File: config.mk
export PLATFORM = sky130hd
export DESIGN_NAME = ga_logic_array
export DESIGN_NICKNAME = d
export VERILOG_FILES = /design/src/rtl/ga_logic_array.sv
export SDC_FILE = /design/constraint.sdc
export NUM_CORES = 1
export LEC_CHECK = 0
export CAP_MARGIN = 20
export CORE_UTILIZATION = 45
export DETAILED_ROUTE_END_ITERATION = 7
export SETUP_SLACK_MARGIN = 0.15
export SYNTH_ARGS = -nofsm -noshare
export SYNTH_HDL_FRONTEND = slang
export SYNTH_SLANG_ARGS = --single-unit
File: constraint.sdc
create_clock -name FPGA_CLK_50 -period 1.89 [get_ports FPGA_CLK_50]
set_clock_uncertainty 0.15 [all_clocks]
set_input_delay 0.4725 -clock FPGA_CLK_50 [delete_from_list [all_inputs] [get_ports FPGA_CLK_50]]
set_output_delay 0.4725 -clock FPGA_CLK_50 [all_outputs]
set_load 0.1 [all_outputs]
File: src/rtl/ga_logic_array.sv
// ga_logic_array: DEPTH x WIDTH grid of 2-input LUT cells, one row per clock.
// The host loads the genome serially (LSB-first in load order). Input vectors
// then stream through the array at one vector per clock.
// Optional build macro GA_LOGIC_ARRAY_READBACK_EN: while a new genome loads,
// CFG_DOUT streams the old genome back in load order.
module ga_logic_array #(
  parameter int WIDTH = 4,
  parameter int DEPTH = 3
) (
  input  logic             FPGA_CLK_50,
  input  logic             RST,
  input  logic             CFG_START,
  input  logic             CFG_VALID,
  input  logic             CFG_BIT,
  output logic             CFG_READY,
  output logic             CFG_DONE,
  output logic             CFG_DOUT,
  input  logic             IN_VALID,
  input  logic [WIDTH-1:0] IN_DATA,
  output logic             IN_READY,
  output logic             OUT_VALID,
  output logic [WIDTH-1:0] OUT_DATA
);

  localparam int GENOME_BITS = WIDTH * DEPTH * 4;
  localparam int CNT_W       = $clog2(GENOME_BITS + 1);

  typedef enum logic [1:0] {S_IDLE, S_LOAD, S_LOADED} state_t;

  state_t                 state, state_nxt;
  logic [CNT_W-1:0]       cnt, cnt_nxt;
  logic [GENOME_BITS-1:0] genome;
  logic                   shift;

  // Pipeline: vld_pipe[0] is the accept strobe, vld_pipe[r+1] qualifies rows[r].
  logic [DEPTH:1]                  vld_q;
  logic [DEPTH:0]                  vld_pipe;
  logic [DEPTH-1:0][WIDTH-1:0]     rows;
  logic [DEPTH-1:0][WIDTH-1:0]     cells;
  logic [DEPTH:0][WIDTH-1:0]       stage_in;

  // A bit is taken only while loading; a simultaneous restart drops it.
  assign shift = (state == S_LOAD) && CFG_VALID && !CFG_START;

  // Config FSM state and bit counter.
  always_ff @(posedge FPGA_CLK_50) begin
    if (RST) begin
      state <= S_IDLE;
      cnt   <= '0;
    end else begin
      state <= state_nxt;
      cnt   <= cnt_nxt;
    end
  end

  // Next state and status outputs; CFG_START restarts from any state.
  always_comb begin
    state_nxt = state;
    cnt_nxt   = cnt;
    CFG_READY = 1'b0;
    CFG_DONE  = 1'b0;
    case (state)
      S_LOAD:   CFG_READY = 1'b1;
      S_LOADED: CFG_DONE  = 1'b1;
      default:  ;
    endcase
    if (CFG_START) begin
      state_nxt = S_LOAD;
      cnt_nxt   = '0;
    end else if (shift) begin
      cnt_nxt = cnt + 1'b1;
      if (cnt == CNT_W'(GENOME_BITS - 1)) state_nxt = S_LOADED;
    end
  end

  assign IN_READY = CFG_DONE;

  // Genome shift register: new bits enter at the MSB so the first bit of a
  // full load ends up in genome[0]. Frozen outside LOAD.
  always_ff @(posedge FPGA_CLK_50) begin
    if (RST)        genome <= '0;
    else if (shift) genome <= {CFG_BIT, genome[GENOME_BITS-1:1]};
  end

`ifdef GA_LOGIC_ARRAY_READBACK_EN
  logic dout;

  // Capture the bit falling off the bottom of the genome on every shift.
  always_ff @(posedge FPGA_CLK_50) begin
    if (RST)        dout <= 1'b0;
    else if (shift) dout <= genome[0];
  end

  assign CFG_DOUT = dout;
`else
  assign CFG_DOUT = 1'b0;
`endif

  // Row r reads stage_in[r]; stage_in[0] is the input port, the top entry is
  // the last row register, i.e. the array output.
  assign stage_in = {rows, IN_DATA};
  assign vld_pipe = {vld_q, IN_VALID & IN_READY};

  // LUT evaluation: cell (r,c) sees a = prev[c], b = prev[c+1] (wrapping),
  // and its 4-bit truth table is indexed by {a,b}.
  always_comb begin
    cells = '0;
    for (int r = 0; r < DEPTH; r++) begin
      for (int c = 0; c < WIDTH; c++) begin
        cells[r][c] = genome[(r * WIDTH + c) * 4 +
                             {stage_in[r][c], stage_in[r][(c + 1) % WIDTH]}];
      end
    end
  end

  // Row registers advance only with valid data; a restart kills everything in
  // flight and leaves the rows (and so OUT_DATA) untouched.
  always_ff @(posedge FPGA_CLK_50) begin
    if (RST) begin
      vld_q <= '0;
      rows  <= '0;
    end else if (CFG_START) begin
      vld_q <= '0;
    end else begin
      vld_q <= vld_pipe[DEPTH-1:0];
      for (int r = 0; r < DEPTH; r++) begin
        if (vld_pipe[r]) rows[r] <= cells[r];
      end
    end
  end

  assign OUT_VALID = vld_pipe[DEPTH];
  assign OUT_DATA  = stage_in[DEPTH];

endmodule

Word-level counts from Yosys, hierarchy flattened
Cells that the tools add are included.

word-level totals
  memories = 0
  memory bits (writable) = 0
  word-level logic and storage cells = 77
  latch bits = 0
  memory bits (read-only) = 0
  output and inout bits = 9
  flip-flop bits (word level) = 71
  input bits = 10

operators by class
  magnitude comparators = 12
  reductions and logical operators = 11
  shift operators = 0
  bitwise gates (word level) = 2
  muxes and demuxes = 29
  add/sub/neg operators = 12
  multiply operators = 0
  equality and inequality tests = 3
  div/mod/pow operators = 0

operator list
  kind                                                                    count
  1-bit binary-select mux with 6-bit select                               11
  6-bit by 2-bit adder with 7-bit output (first input constant)           4
  6-bit by 7-bit < comparator with 1-bit output (second input constant)   4
  7-bit < comparator (second input constant)                              4
  5-bit by 2-bit adder with 6-bit output (first input constant)           4
  1-bit two-way mux                                                       17
  5-bit by 7-bit < comparator with 1-bit output (second input constant)   2
  4-bit by 2-bit adder with 5-bit output (first input constant)           2
  2-bit AND reduction                                                     5
  2-bit by 7-bit < comparator with 1-bit output (second input constant)   1
  4-bit by 7-bit < comparator with 1-bit output (second input constant)   1
  6-bit by 1-bit adder with 6-bit output (second input constant)          1
  6-bit equality test (second input constant)                             1
  3-bit by 2-bit adder with 4-bit output (first input constant)           1
  2-bit nonzero test                                                      2
  1-bit binary-select mux with 2-bit select                               1
  2-bit by 1-bit equality test with 1-bit output (second input constant)  1
  2-bit equality test (second input constant)                             1
  1-bit logical AND                                                       2
  2-bit OR reduction                                                      1
  1-bit bitwise AND                                                       1
  1-bit logical NOT                                                       1
  1-bit NOT                                                               1

Longest topological paths before layout
  depth after elaboration = 5
  mapped depth = 5
  mapped depth without buffers = 4

Worst setup path after synthesis
Ideal clock, no wire load.

  path type = reg-to-output
  from = register state[0]
  to = output port IN_READY
  data arrival time = 1.568 ns
  cell stages (with the launch flop) = 3
  path buffers = 1
  data required time = 1.267 ns
  setup slack = -0.300 ns
  cell sequence = dfxtp_1 > and2b_1 > buf_4

on the way
  word-level cells in the longest chain between the ends = 2

ends and longest elaborated chain
  item                    line  source
  start, declared         30    state_t state, state_nxt;
  start signal, assigned  51    state <= state_nxt;
  2-bit equality test     62    case (state)
  1-bit two-way mux       62
  end, declared           20    output logic IN_READY,

Every way passes these cells.

Worst setup path after layout
Same ends and word-level chain as after synthesis.

==> impl_metrics.py <==
metrics = {
    "outcome": {
        "outcome": "finished clean",
    },
    "final_layout": {
        "drive_gt1_share_pct": 19.6,
        "area_growth_pct": 22.3,
        "n_fill_cell": 530,
        "layout_commonest_cell": "nand2_1",
        "n_antenna_cell": 0,
        "final_cell_mix": "nand2_1 (99), dfxtp_1 (69), a21oi_1 (51)",
        "fin_area_mm2": 0.00351,
        "final_nets": 347,
    },
    "detailed_routing": {
        "drt_pass1_iterations": 4,
        "num_vias": 2120,
        "drc": 0,
        "postRouteAntennaNets": 0,
        "wl_per_cell_um": 13.2,
        "post_drt_via_cell_ratio": 5.10,
        "drt_wl_total_um": 5500,
        "drt_iter0_drc": 113,
    },
    "clock_network": {
        "clk_path_buf_depth": 2,
        "clk_latency_ps": 340,
        "holdBufCountCts": 0,
        "clk_pin_slew_worst_paths_ps": 70,
        "htreeDepth": 3,
        "cts_tree": "built",
        "cts_buffers": 9,
        "root_buffer": "clkbuf_8",
        "cts_num_sinks": 71,
    },
    "worst_setup_path": {
        "crit_required_ps": 1270,
        "critPathLaunchType": "register",
        "cp_max_fo": 3,
        "endpoint_kind": "primary output",
        "arrival_ps": 1130,
        "rr_worst_depth": 4,
        "crit_type": "reg2out",
    },
    "pwr": {
        "power_density_mw_per_mm2": 881,
        "leakagePower_nw": 1.25,
        "ir_drop_mv": 0.559,
        "total_power_mw": 3.09,
    },
    "synthesis": {
        "synth_nets": 329,
        "ys_ff_latch": 71,
        "synthDistinctLibCells": 27,
        "seq_area_frac_synth_pct": 49.5,
        "netlist_area_mm2": 0.00287,
        "yosysWarnings": 0,
        "postSynthAreaPerCell_um2": 9.02,
        "syn_inst": 318,
    },
    "global_routing": {
        "grt_pass1_wl_um": 9320,
        "grt-ovfl-total": 0,
        "grt_max_degree": 42,
        "grt_usage_pct": 18.7,
        "grt_pass1_vias": 1958,
        "antenna_found_initial": 0,
    },
    "floorplan": {
        "rows": 28,
        "die_area_mm2": 0.00670,
        "fp.coreArea_mm2": 0.00603,
        "initial_core_util_pct": 47.6,
        "io_pins": 19,
        "die_width_um": 81.8,
        "die_y_um": 81.8,
    },
    "timing": {
        "finalHoldViolations": 0,
        "max_freq_mhz": 570,
        "hold_slack_ps": 308,
        "finalSetupViolations": 0,
        "layout_min_cycle_time_ps": 1750,
        "rsz0062_at_grt": "yes",
        "slew_viol_final": 0,
        "setup_ws_ps": 136,
        "fin_crit_sh_pct": 92.8,
        "fin_setup_tns_ps": 0,
    },
    "placement": {
        "io_buffers": 17,
        "hpwlAfterDp_um": 3670,
        "pre_cts_ws_ps": -190,
        "gp_congestion": 0.716,
        "post_dp_cell_area_mm2": 0.00322,
    },
    "run": {
        "drv_cap": 0,
    },
    "hold_path": {
        "hp-class": "reg2reg",
        "hold_depth": 2,
    },
}
through the flow:
stage | util [%] | instances
2_1_floorplan | - | 318
3_3_place_gp | 53.4 | 397
3_5_place_dp | 53.4 | 397
4_1_cts | 57.9 | 415
5_1_grt | 58.2 | 416
6_report | 58.2 | 416
state kept, by name, indices dropped and copies added (netlist names):
register / count
state: 2
OUT_DATA: 4
genome: 48
rows: 8
vld_q: 3
cnt: 6
cells by family after synthesis:
| family | synth area share, % |
|---|---|
| mux | 13.6 |
| xor+xnor | 0.305 |
| flops | 49.5 |
| simple gates | 20.2 |
| fa+ha+maj | 0.436 |
| other cells | 0.131 |
| buf+inv | 5.36 |
| compound gates | 10.4 |
cells in the mapped netlist:
cell | instances | share of area, %
or3_1 | 3 | 0.65
nor2b_1 | 1 | 0.22
clkbuf_1 | 10 | 1.3
inv_1 | 1 | 0.13
nand3_1 | 2 | 0.35
ha_1 | 1 | 0.44
o21ai_1 | 3 | 0.52
buf_2 | 12 | 2.1
xnor2_1 | 1 | 0.31
mux2i_1 | 12 | 4.2
a21oi_1 | 53 | 9.2
or4_1 | 1 | 0.26
and2b_1 | 2 | 0.52
or2_2 | 1 | 0.22
o31ai_1 | 1 | 0.26
buf_4 | 7 | 1.8
o21ba_1 | 1 | 0.35
dfxtp_1 | 71 | 50
nand2_1 | 99 | 13
and4bb_1 | 2 | 0.87
nor4b_2 | 1 | 0.52
nor2_1 | 16 | 2.1
mux4_2 | 12 | 9.4
nor3_1 | 1 | 0.17
conb_1 | 1 | 0.13
nand2b_1 | 2 | 0.44
nand4bb_4 | 1 | 0.96
power breakdown:
group	internal, mW	switching (mW)
clock	0.908	0.549
combinational	0.0543	0.0840
sequential	1.50	0.00193
critical path, stage by stage (launching register included):
cell     delay [ps]
dfxtp_4         340
and2b_4         270
buf_12          180
final cells by class:
type	count	area, µm²	area share (%)
Sequential cell	71	1430	40.7
Timing Repair Buffer	36	428	12.2
Tap cell	75	93.8	2.67
Clock buffer	10	138	3.92
Clock inverter	6	108	3.07
Inverter	1	3.75	0.107
Multi-Input combinational cell	217	1310	37.3
worst paths after layout:
| path | from | to | slack (ps) |
|---|---|---|---|
| hold / removal | genome[38] | genome[37] | 310 |
| setup / recovery | state[0] | IN_READY | 140 |
| setup reg to reg | state[1] | cnt[5] | 320 |
| hold reg to reg | genome[38] | genome[37] | 310 |
layer usage:
layer	track usage (%)	vias to the layer above	routed length (µm)
li1	-	1097	-
met1	25.5	986	2680
met2	28.0	29	2600
met3	3.67	8	123
met4	9.47	0	89
met5	0	-	0
what timing repair did:
action                                  in CTS  in global routing
pin swaps                                    0                  1
resized for setup                            5                  4
endpoints found under the setup margin       4                  7
buffers inserted                             2                  1
Note: power is estimated with default switching activity, not from simulation.
